## config.mk

```make
export PLATFORM = sky130hd
export DESIGN_NAME = riscv_divider
export DESIGN_NICKNAME = d
export VERILOG_FILES = /design/src/rtl/riscv_divider.sv
export SDC_FILE = /design/constraint.sdc
export NUM_CORES = 1
export LEC_CHECK = 0
export CAP_MARGIN = 40
export CELL_PAD_IN_SITES_DETAIL_PLACEMENT = 1
export CELL_PAD_IN_SITES_GLOBAL_PLACEMENT = 1
export CORE_MARGIN = 2
export CORE_UTILIZATION = 35
export CTS_CLUSTER_SIZE = 10
export DETAILED_ROUTE_END_ITERATION = 6
export HOLD_SLACK_MARGIN = 0.08
export PLACE_DENSITY = 0.69
export SLEW_MARGIN = 15
export SYNTH_ARGS = -nofsm -noshare
export SYNTH_HDL_FRONTEND = slang
export SYNTH_SLANG_ARGS = --single-unit
export TNS_END_PERCENT = 10
```

## constraint.sdc

```tcl
create_clock -name i_riscv_div_clk -period 5 [get_ports i_riscv_div_clk]
set_input_delay 1.25 -clock i_riscv_div_clk [delete_from_list [all_inputs] [get_ports i_riscv_div_clk]]
set_output_delay 1.25 -clock i_riscv_div_clk [all_outputs]
set_load 0.01 [all_outputs]
```

## src/rtl/riscv_divider.sv

```systemverilog
// Iterative radix-2 restoring divider for RV64M (DIV/DIVU/REM/REMU and W forms).
// It retires one quotient bit per cycle. Divide-by-zero and signed overflow take a two-cycle fast path.
module riscv_divider #(
    parameter int XLEN = 64
) (
    input  logic            i_riscv_div_clk,
    input  logic            i_riscv_div_rst,
    input  logic [XLEN-1:0] i_riscv_div_rs1data,
    input  logic [XLEN-1:0] i_riscv_div_rs2data,
    input  logic [3:0]      i_riscv_div_divctrl,
    input  logic            i_riscv_div_flush,
    output logic [XLEN-1:0] o_riscv_div_result,
    output logic            o_riscv_div_valid,
    output logic            o_riscv_div_busy
);

    typedef enum logic [1:0] {S_IDLE, S_BUSY, S_DONE} state_t;

    state_t r_state;
    state_t w_state_next;

    logic [2:0]        r_op;
    logic              r_neg_q;
    logic              r_neg_r;
    logic [XLEN-1:0]   r_quo;
    logic [XLEN-1:0]   r_rem;
    logic [XLEN-1:0]   r_dvs;
    logic [6:0]        r_count;
    logic [XLEN-1:0]   r_result;
    logic              r_valid;

    function automatic logic [XLEN-1:0] f_neg(input logic [XLEN-1:0] x);
        return (~x) + {{(XLEN-1){1'b0}}, 1'b1};
    endfunction

    function automatic logic [XLEN-1:0] f_sext32(input logic [31:0] x);
        return {{(XLEN-32){x[31]}}, x};
    endfunction

    logic                   w_is_w;
    logic                   w_uns;
    logic                   w_start;
    logic signed [XLEN-1:0] w_a_ext;
    logic signed [XLEN-1:0] w_b_ext;
    logic                   w_a_neg;
    logic                   w_b_neg;
    logic [XLEN-1:0]        w_a_mag;
    logic [XLEN-1:0]        w_b_mag;
    logic                   w_div_zero;
    logic                   w_ovf;
    logic                   w_special;

    assign w_is_w  = i_riscv_div_divctrl[2];
    assign w_uns   = i_riscv_div_divctrl[0];
    assign w_start = i_riscv_div_divctrl[3] & ~r_valid & ~i_riscv_div_flush & (r_state == S_IDLE);

    always_comb begin
        w_a_ext = i_riscv_div_rs1data;
        w_b_ext = i_riscv_div_rs2data;
        if (w_is_w) begin
            w_a_ext = w_uns ? {32'b0, i_riscv_div_rs1data[31:0]} : f_sext32(i_riscv_div_rs1data[31:0]);
            w_b_ext = w_uns ? {32'b0, i_riscv_div_rs2data[31:0]} : f_sext32(i_riscv_div_rs2data[31:0]);
        end
    end

    assign w_a_neg    = ~w_uns & (w_a_ext < 0);
    assign w_b_neg    = ~w_uns & (w_b_ext < 0);
    assign w_a_mag    = w_a_neg ? f_neg(w_a_ext) : w_a_ext;
    assign w_b_mag    = w_b_neg ? f_neg(w_b_ext) : w_b_ext;
    assign w_div_zero = (w_b_ext == '0);
    assign w_ovf      = ~w_uns & (w_is_w
                        ? (i_riscv_div_rs1data[31:0] == 32'h8000_0000) && (i_riscv_div_rs2data[31:0] == 32'hFFFF_FFFF)
                        : (i_riscv_div_rs1data == {1'b1, {(XLEN-1){1'b0}}}) && (i_riscv_div_rs2data == '1));
    assign w_special  = w_div_zero | w_ovf;

    // Restoring step: shift {rem,quo}, trial-subtract in 65 bits, keep or restore.
    logic [XLEN:0]   w_shift;
    logic [XLEN:0]   w_diff;
    logic            w_fits;
    logic [XLEN-1:0] w_rem_nxt;
    logic [XLEN-1:0] w_quo_nxt;
    logic            w_last;

    assign w_shift   = {r_rem, r_quo[XLEN-1]};
    assign w_diff    = w_shift - {1'b0, r_dvs};
    assign w_fits    = ~w_diff[XLEN];
    assign w_rem_nxt = w_fits ? w_diff[XLEN-1:0] : w_shift[XLEN-1:0];
    assign w_quo_nxt = {r_quo[XLEN-2:0], w_fits};
    assign w_last    = (r_count == (r_op[2] ? 7'd31 : 7'd63));

    logic [XLEN-1:0] w_q_fix;
    logic [XLEN-1:0] w_r_fix;
    logic [XLEN-1:0] w_sel;
    logic [XLEN-1:0] w_final;

    assign w_q_fix = r_neg_q ? f_neg(r_quo) : r_quo;
    assign w_r_fix = r_neg_r ? f_neg(r_rem) : r_rem;
    assign w_sel   = r_op[1] ? w_r_fix : w_q_fix;
    assign w_final = r_op[2] ? f_sext32(w_sel[31:0]) : w_sel;

    always_comb begin
        w_state_next = r_state;
        case (r_state)
            S_IDLE: if (w_start) w_state_next = w_special ? S_DONE : S_BUSY;
            S_BUSY: begin
                if (i_riscv_div_flush)
                    w_state_next = S_IDLE;
                else if (w_last)
                    w_state_next = S_DONE;
            end
            S_DONE:  w_state_next = S_IDLE;
            default: w_state_next = S_IDLE;
        endcase
    end

    always_ff @(posedge i_riscv_div_clk) begin
        if (i_riscv_div_rst)
            r_state <= S_IDLE;
        else
            r_state <= w_state_next;
    end

    always_ff @(posedge i_riscv_div_clk) begin
        if (i_riscv_div_rst) begin
            r_op     <= '0;
            r_neg_q  <= 1'b0;
            r_neg_r  <= 1'b0;
            r_quo    <= '0;
            r_rem    <= '0;
            r_dvs    <= '0;
            r_count  <= '0;
            r_result <= '0;
            r_valid  <= 1'b0;
        end else begin
            r_valid <= 1'b0;
            case (r_state)
                S_IDLE: begin
                    if (w_start) begin
                        r_op    <= i_riscv_div_divctrl[2:0];
                        r_count <= '0;
                        r_dvs   <= w_b_mag;
                        if (w_special) begin
                            // Final values are loaded directly; no sign fix-up applies.
                            r_neg_q <= 1'b0;
                            r_neg_r <= 1'b0;
                            r_quo   <= w_div_zero ? '1 : i_riscv_div_rs1data;
                            r_rem   <= w_div_zero ? i_riscv_div_rs1data : '0;
                        end else begin
                            r_neg_q <= w_a_neg ^ w_b_neg;
                            r_neg_r <= w_a_neg;
                            r_rem   <= '0;
                            r_quo   <= w_is_w ? {w_a_mag[31:0], 32'b0} : w_a_mag;
                        end
                    end
                end
                S_BUSY: begin
                    if (!i_riscv_div_flush) begin
                        r_rem   <= w_rem_nxt;
                        r_quo   <= w_quo_nxt;
                        r_count <= r_count + 7'd1;
                    end
                end
                S_DONE: begin
                    if (!i_riscv_div_flush) begin
                        r_result <= w_final;
                        r_valid  <= 1'b1;
                    end
                end
                default: ;
            endcase
        end
    end

    assign o_riscv_div_result = r_result;
    assign o_riscv_div_valid  = r_valid;
    // Busy also covers the strobe cycle so the stall drops together with valid.
    assign o_riscv_div_busy   = (r_state != S_IDLE) | r_valid;

endmodule
```

==> results of run 1 <==
worst register-to-register path, cell delays in order, from the launching register on:
cell      delay [ns]
dfxtp_1         0.67
inv_1           0.12
ha_1            0.27
fa_1            0.40
nand2b_1        0.20
a21oi_1         0.31
o211ai_1        0.24
nand4_1         0.20
a21oi_1         0.18
buf_4           0.21
o41ai_1         0.61
a21oi_1         0.21
o21ai_0         0.35
mux2i_1         0.26
nand2_1         0.06
area by class of cell:
cell class / count / share of cell area, %
repair buffers: 413 / 13.31
clock inverters: 5 / 0.4070
diodes: 1 / 0.008944
inverters: 119 / 1.597
flip-flops and latches: 270 / 19.34
clock buffers: 53 / 3.886
well taps: 855 / 3.824
multi-input cells: 2620 / 57.63
per-stage QoR:
stage,setup slack [ns],instances,hold slack (ns),area (sq um),utilization [%]
4_1_cts,0.6391,4335,0.4559,27980,43.32
3_5_place_dp,0.05414,4277,0.4502,26770,41.46
3_3_place_gp,0.04034,4274,0.4409,26750,41.42
2_1_floorplan,0.6738,3262,0.4319,22870,-
6_report,0.5710,4336,0.4523,27980,43.32
5_1_grt,0.3905,4335,0.4728,27980,43.32
power breakdown:
group	leakage (uW)	total (uW)	internal (uW)	switching (uW)
Combinational	0.00759	3330	1220	2110
Clock	0.000584	2690	1650	1040
Sequential	0.00220	2480	2270	210
Total	0.0104	8500	5140	3360
flip-flops by register name (all words and copies together), names as in the netlist:
name	cells
r_quo	64
o_riscv_div_valid	1
r_neg_q	1
r_count	7
o_riscv_div_result	64
r_rem	64
r_dvs	64
r_op	2
r_neg_r	1
r_state	2
per-layer routing:
metal	vias to the layer above	share of wire, %	track usage (%)
li1	12290	-	-
met1	12780	46	42.72
met2	846	44	48.83
met3	165	6.0	3.733
met4	2	3.7	11.33
met5	-	0.012	0
worst min-delay path by stage:
stage / start / end / slack, ns
floorplan: r_dvs[15]$_SDFFE_PP0P_ / r_dvs[15]$_SDFFE_PP0P_ / 0.43
global placement: o_riscv_div_result[18]$_SDFFE_PP0P_ / o_riscv_div_result[18]$_SDFFE_PP0P_ / 0.44
detailed placement: r_dvs[58]$_SDFFE_PP0P_ / r_dvs[58]$_SDFFE_PP0P_ / 0.45
CTS: o_riscv_div_result[6]$_SDFFE_PP0P_ / o_riscv_div_result[6]$_SDFFE_PP0P_ / 0.46
global route: r_dvs[40]$_SDFFE_PP0P_ / r_dvs[40]$_SDFFE_PP0P_ / 0.47
finish: r_dvs[58]$_SDFFE_PP0P_ / r_dvs[58]$_SDFFE_PP0P_ / 0.45
synth_stat cells, drive strengths merged (16+ instances only):
master | count | area (sq um)
a221oi | 22 | 192.7
o41ai | 34 | 316.6
mux2i | 34 | 340.3
and2 | 16 | 100.1
nor4 | 57 | 384.1
o211ai | 71 | 533.0
a31oi | 50 | 312.8
o31ai | 71 | 538.0
a21o | 46 | 345.3
a211oi | 85 | 643.1
or2 | 19 | 121.4
xor2 | 138 | 1209
dfxtp | 270 | 5405
a21oi | 333 | 1667
nand2 | 393 | 1475
o221ai | 21 | 183.9
xnor2 | 131 | 1147
o22ai | 17 | 106.4
nor3 | 78 | 390.4
nand4 | 59 | 369.1
and3 | 19 | 118.9
nand2b | 17 | 113.9
or4 | 27 | 221.5
nor2 | 312 | 1171
inv | 119 | 446.7
o21ai | 232 | 1161
ha | 70 | 875.8
or3 | 45 | 291.5
clkbuf | 230 | 864.6
buf | 23 | 101.4
nand3 | 53 | 265.3
cells by family (layout without fill, tap and decap cells):
family / count (synthesis) / after routing / share of synthesized area, %
AOI/OAI and AO/OA: 1110 / 1110 / 31.06
xor gates and xnor gates: 269 / 269 / 10.30
adders and majority gates: 71 / 71 / 3.917
buffers and inverters: 372 / 590 / 6.176
DFF: 270 / 270 / 23.63
muxes: 35 / 35 / 1.537
other: 0 / 1 / 0
and+or+nand+nor: 1135 / 1135 / 23.38
==> results.cfg, run 1 <==
[status]
status = complete, but fails checks
violations = DRC

[cts]
clockBufferDepth = 3
clkSinkCount = 270
root_buffer = clkbuf_16
hold_buffers = 0
htreeDepth = 2
numCtsBuffers = 36
worstSkewPairLatency_ns = 0.56
cts_setup_buffers = 0
cts_resized = 0
cts.clk_slew.worst_paths_ns = 0.05
tritoncts = built

[die]
die_area_sq_um = 67410
fp.dieW_um = 259.6
fp.dieH_um = 259.6
start_util_pct = 35.42
num_io_pins = 201
rows = 93
core_area_sq_um = 64580

[sta]
drv_slew = 0
worst_slew_pin_slew_ns = 0.9559
rsz0062_at_grt = false
post-route-min-period_ns = 4.429
slew_headroom_pct = 35.60
fin_worst_skew_ns = 0.01981
finalSetupTns_ns = 0
timing.fmax_ghz = 0.2258
setup_viol = 0
fin_crit_sh_pct = 88.58
hold_viol = 0

[drt]
vias_per_cell = 6.014
drtIter0Drc = 1762
wl_per_cell_um = 24.55
drcViolationCount = 1
drt_wl_total_mm = 106.4
dr.pass1.iters = 7
detail-route-antenna-nets = 0
vias = 26080

[final_layout]
nFillCells = 8103
drive_gt1_share_pct = 9.397
final_common_cell = nand2_1
final-seq-area_sq_um = 5411
final_cell_mix = nand2_1 (392), a21oi_1 (331), nor2_1 (309), dfxtp_1 (267), o21ai_0 (226)
syn_to_final_growth_pct = 22.32
multi_input_area_sq_um = 16120
nNetsFinal = 3666

[synth]
ys.warnings.count = 0
syn_nets = 3468
avgSynthCellArea_sq_um = 7.012
synth_seq_cells = 270
seq_area_frac_synth_pct = 23.63
synth_edf_count = 0
synthArstFlopShare_pct = 0
synthesis.instances = 3262
synthDistinctLibCells = 83
netlist_area_sq_um = 22870
ys.flop_type = dfxtp_1

[setup_path]
worst-endpoint-required_ns = 5.48
rr_startpoint = r_quo[63]$_SDFFE_PP0P_
start_kind = input pin
r2r_slack_ns = 0.60
worst-path-max-fanout = 5
cp-endpoint = r_quo[59]$_SDFFE_PP0P_
arrival_ns = 4.91
r2r_end = r_rem[56]$_SDFFE_PP0P_
critPathBufInv = 1
crit_top_cell = or4_1
crit_path_cell_trace = clkdlybuf4s50_1 -> or4_1 -> or4_1 -> nor4_4 -> o2111ai_1 -> o21bai_1 -> o31ai_1 -> mux2i_1 -> a22oi_1 -> o211ai_1 -> a21oi_1
crit_path_end_kind = flip-flop
crit_path_start = i_riscv_div_rs1data[10]
critPathKind = in2reg
max_stage_delay_ns = 0.60
worstRegToRegCells = 14
cp_slowest_cell = or4_1
crit_family = simple AND/OR/NAND/NOR gates
path_depth = 11

[power]
power_uw = 8503
power_density_nw_per_um2 = 303.9
ir_worst_vdd_mv = 0.1821
leakage_uw = 0.01038

[grt]
grt_pass1_vias = 25930
grt_overflow_total = 0
antenna_found_initial = 1
grtUsageTotal_pct = 30.80
grt_pass1_wl_mm = 160.8
grt_max_degree = 84

[min_path]
hold_path.class = reg2reg
whs_path_depth = 2

[placement]
io_buffer_count = 200
gp_congestion = 0.9777
dp_hpwl_mm = 84.85

[flow_run]
maxCapViolations = 0
No activity file was read; power rests on OpenSTA's default activity.
==> run 2: changes to the inputs <==
Settings changed: CELL_PAD_IN_SITES_DETAIL_PLACEMENT 1 to not set, CELL_PAD_IN_SITES_GLOBAL_PLACEMENT 1 to not set, PLACE_DENSITY 0.69 to 0.53.
==> results.cfg, run 2 (synthesis gave the netlist of run 1 again) <==
[power]
swShare_pct = 39.88
leakage_uw = 0.01025
p_int_uw = 4973
p_comb_share_pct = 39.9
ir_worst_vdd_mv = 0.1761
clockPowerShare_pct = 30.1
power_density_nw_per_um2 = 298.0
netSwitchingPower_uw = 3299
power_uw = 8272
p_seq_share_pct = 29.9

[min_path]
hold_path.class = reg2reg
whs_path_depth = 2

[die]
rows = 93
fp.dieW_um = 259.6
die_area_sq_um = 67410
fp.dieH_um = 259.6
core_area_sq_um = 64580
num_io_pins = 201
start_util_pct = 35.42

[cts]
cts.clk_slew.worst_paths_ns = 0.06
clkSinkCount = 270
worstSkewPairLatency_ns = 0.55
cts_resized = 0
tritoncts = built
numCtsBuffers = 36
htreeDepth = 2
cts_setup_buffers = 0
clockBufferDepth = 3
root_buffer = clkbuf_16
hold_buffers = 0

[setup_path]
worstRegToRegCells = 14
arrival_ns = 4.84
crit_path_end_kind = flip-flop
critPathKind = in2reg
worst-path-max-fanout = 6
start_kind = input pin
worst-endpoint-required_ns = 5.39

[sta]
worst_slew_pin_slew_ns = 0.8778
fin_crit_sh_pct = 88.97
setup_viol = 0
rsz0062_at_grt = false
post-route-min-period_ns = 4.448
fin_worst_skew_ns = 0.02003
drv_slew = 0
hold_viol = 0
slew_headroom_pct = 41.26
layout_setup_ws_ns = 0.5515
timing.fmax_ghz = 0.2248
finalSetupTns_ns = 0

[drt]
drt_wl_total_mm = 102.4
wl_per_cell_um = 23.70
dr.pass1.iters = 6
vias_per_cell = 5.910
drcViolationCount = 0
drtIter0Drc = 2224
vias = 25530
detail-route-antenna-nets = 0

[grt]
antenna_found_initial = 2
grtUsageTotal_pct = 29.54
grt_overflow_total = 0
grt_max_degree = 94
grt_pass1_wl_mm = 153.1
grt_pass1_vias = 23770

[placement]
io_buffer_count = 200
dp_hpwl_mm = 81.03
pre_cts_slack_ns = 0.05299
dp_cells = 4264
gp_congestion = 0.9861

[final_layout]
syn_to_final_growth_pct = 21.36
num_antenna_cells = 0
fin_cells = 4320
final_cell_mix = nand2_1 (392), a21oi_1 (331), nor2_1 (309), dfxtp_1 (267), o21ai_0 (226)
nNetsFinal = 3653
drive_gt1_share_pct = 8.947
final_common_cell = nand2_1

[flow_run]
maxCapViolations = 0

[status]
status = finished, final reports clean
## run 2: critical path: stages
cell,delay [ns]
clkdlybuf4s50_1,0.56
or4_1,0.72
nor4b_1,0.56
nand4_1,0.24
a2111oi_0,0.42
buf_4,0.25
a21oi_1,0.08
or2_2,0.27
a21oi_1,0.14
o21ai_0,0.13
o211ai_1,0.11
a21oi_1,0.09
## run 2: per-layer routing
metal  track usage (%)  share of wire, %  vias up
met5                 0            0.0078        -
li1                  -                 -    12290
met2             45.64                44      996
met1             42.20                46    12100
met3             3.938               6.7      145
met4             9.563               3.4        2
## run 2: final cells by class
| type | count | area (sq um) |
|---|---|---|
| Fill cell | 6679 | 36820 |
| Sequential cell | 270 | 5411 |
| Clock inverter | 7 | 87.58 |
| Timing Repair Buffer | 400 | 3620 |
| Clock buffer | 49 | 1001 |
| Tap cell | 855 | 1070 |
| Multi-Input combinational cell | 2620 | 16120 |
| Inverter | 119 | 446.7 |
## run 2: worst paths after layout
kind                                       start                                   to  slack, ns
max                      i_riscv_div_rs1data[21]               r_quo[60]$_SDFFE_PP0P_       0.55
min          o_riscv_div_result[18]$_SDFFE_PP0P_  o_riscv_div_result[18]$_SDFFE_PP0P_       0.45
max reg2reg               r_quo[63]$_SDFFE_PP0P_               r_rem[39]$_SDFFE_PP0P_       0.69
min reg2reg  o_riscv_div_result[18]$_SDFFE_PP0P_  o_riscv_div_result[18]$_SDFFE_PP0P_       0.45
## run 2: power by group through the flow
stage                     combinational [uW]  sequential [uW]  clock (uW)
after floorplan                         2110             2430           0
after global placement                  3230             2510           0
after detailed placement                3240             2510           0
after CTS                               3260             2460        2540
after global routing                    3600             2490        2610
final                                   3300             2470        2490
## run 2: stage by stage
step                util (%)  hold slack (ns)  area, sq um
finish                 42.98           0.4515        27760
global route           42.98           0.4752        27760
CTS                    42.98           0.4547        27760
detailed placement     41.30           0.4471        26670
global placement       41.25           0.4377        26640
floorplan                  -           0.4319        22870
==> run 3: changes to the inputs <==
Settings changed: CAP_MARGIN 40 to 5.
==> results.cfg, run 3 (synthesis gave the netlist of run 1 again) <==
[status]
status = finished, final reports clean

[setup_path]
worst-path-max-fanout = 6
crit_top_cell = a21oi_1
max_stage_delay_ns = 0.71
worst-endpoint-required_ns = 5.39
arrival_ns = 4.80
crit_path_end_kind = flip-flop
crit_path_cell_trace = clkdlybuf4s50_1 -> or4_1 -> nor4b_1 -> nand4_1 -> a2111oi_0 -> buf_4 -> a21oi_1 -> or2_2 -> a21oi_1 -> o21ai_0 -> o211ai_1 -> a21oi_1
cp_slowest_cell = or4_1
critPathKind = in2reg
start_kind = input pin

[drt]
drt_wl_total_mm = 102.3
drtIter0Drc = 2325
vias = 25590
dr.pass1.iters = 6
wl_per_cell_um = 23.69
vias_per_cell = 5.922
detail-route-antenna-nets = 0
drcViolationCount = 0

[cts]
cts_resized = 0
clockBufferDepth = 3
htreeDepth = 2
tritoncts = built
worstSkewPairLatency_ns = 0.56
hold_buffers = 0
cts.clk_slew.worst_paths_ns = 0.06
clkSinkCount = 270
root_buffer = clkbuf_16
numCtsBuffers = 36
cts_setup_buffers = 0

[die]
fp.dieH_um = 259.6
core_area_sq_um = 64580
num_io_pins = 201
die_area_sq_um = 67410
fp.dieW_um = 259.6
rows = 93
start_util_pct = 35.42

[placement]
io_buffer_count = 200
gp_congestion = 0.9861
dp_hpwl_mm = 81.03
placed_area_sq_um = 26640

[final_layout]
drive_gt1_share_pct = 9.031
utilization_pct = 42.99
nFillCells = 6711
syn_to_final_growth_pct = 21.38
final_common_cell = nand2_1
final_cell_area_sq_um = 27760
nNetsFinal = 3652
final_cell_mix = nand2_1 (392), a21oi_1 (331), nor2_1 (309), dfxtp_1 (267), o21ai_0 (226)
num_antenna_cells = 0

[grt]
antenna_found_initial = 2
grt_pass1_vias = 23920
grt_overflow_total = 0
grtUsageTotal_pct = 29.48
grt_pass1_wl_mm = 153.0
grt_max_degree = 94

[sta]
fin_crit_sh_pct = 88.12
post-route-min-period_ns = 4.406
drv_slew = 0
worst_slew_pin_slew_ns = 0.9626
slew_headroom_pct = 35.83
setup_viol = 0
finalSetupTns_ns = 0
rsz0062_at_grt = false
fin_worst_skew_ns = 0.02277
hold_viol = 0
timing.fmax_ghz = 0.2270

[flow_run]
maxCapViolations = 0

[power]
power_density_nw_per_um2 = 299.6
ir_worst_vdd_mv = 0.1620
leakage_uw = 0.01026

[min_path]
hold_path.class = reg2reg
## run 3: final timing paths
path	from	endpoint	slack, ns	depth (start not counted)
max	i_riscv_div_rs1data[21]	r_quo[60]$_SDFFE_PP0P_	0.59	12
min reg2reg	r_dvs[22]$_SDFFE_PP0P_	r_dvs[22]$_SDFFE_PP0P_	0.45	2
min	r_dvs[22]$_SDFFE_PP0P_	r_dvs[22]$_SDFFE_PP0P_	0.45	2
max reg2reg	r_quo[63]$_SDFFE_PP0P_	r_rem[39]$_SDFFE_PP0P_	0.66	14
## run 3: area by class of cell
type                    instances  area (sq um)  share of cell area, %
repair buffers                399          3592                  12.94
flip-flops and latches        270          5411                  19.49
multi-input cells            2620         16120                  58.07
inverters                     119         446.7                  1.609
clock inverters                 7         72.57                 0.2614
clock buffers                  51          1049                  3.777
well taps                     855          1070                  3.853
## run 3: power by group
group	internal, uW	switching (uW)
sequential	2270	208
combinational	1210	2090
clock	1500	1030
## run 3: critical path: cells and delay by family
| kind | cells | cell delay (ns) |
|---|---|---|
| AO/OA/AOI/OAI | 6 | 1.00 |
| buffers and inverters | 2 | 0.82 |
| AND/OR/NAND/NOR | 4 | 1.72 |
## run 3: metrics by stage
stage	instances	worst slack [ns]	power, uW	hold WS (ns)
finish	4321	0.5942	8317	0.4499
global route	4321	0.3640	8738	0.4711
CTS	4321	0.6657	8312	0.4512
detailed placement	4263	0.09267	5752	0.4456
global placement	4263	0.1014	5744	0.4377
floorplan	3262	0.6738	4536	0.4319
## run 3: metal layers
metal,routed length [um],vias to the layer above,track usage (%),part of all wire [%]
met5,11,-,0,0.011
met4,3673,2,10.15,3.6
met3,6664,151,3.216,6.5
met2,44250,1030,45.12,43
met1,47750,12110,42.66,47
li1,-,12300,-,-
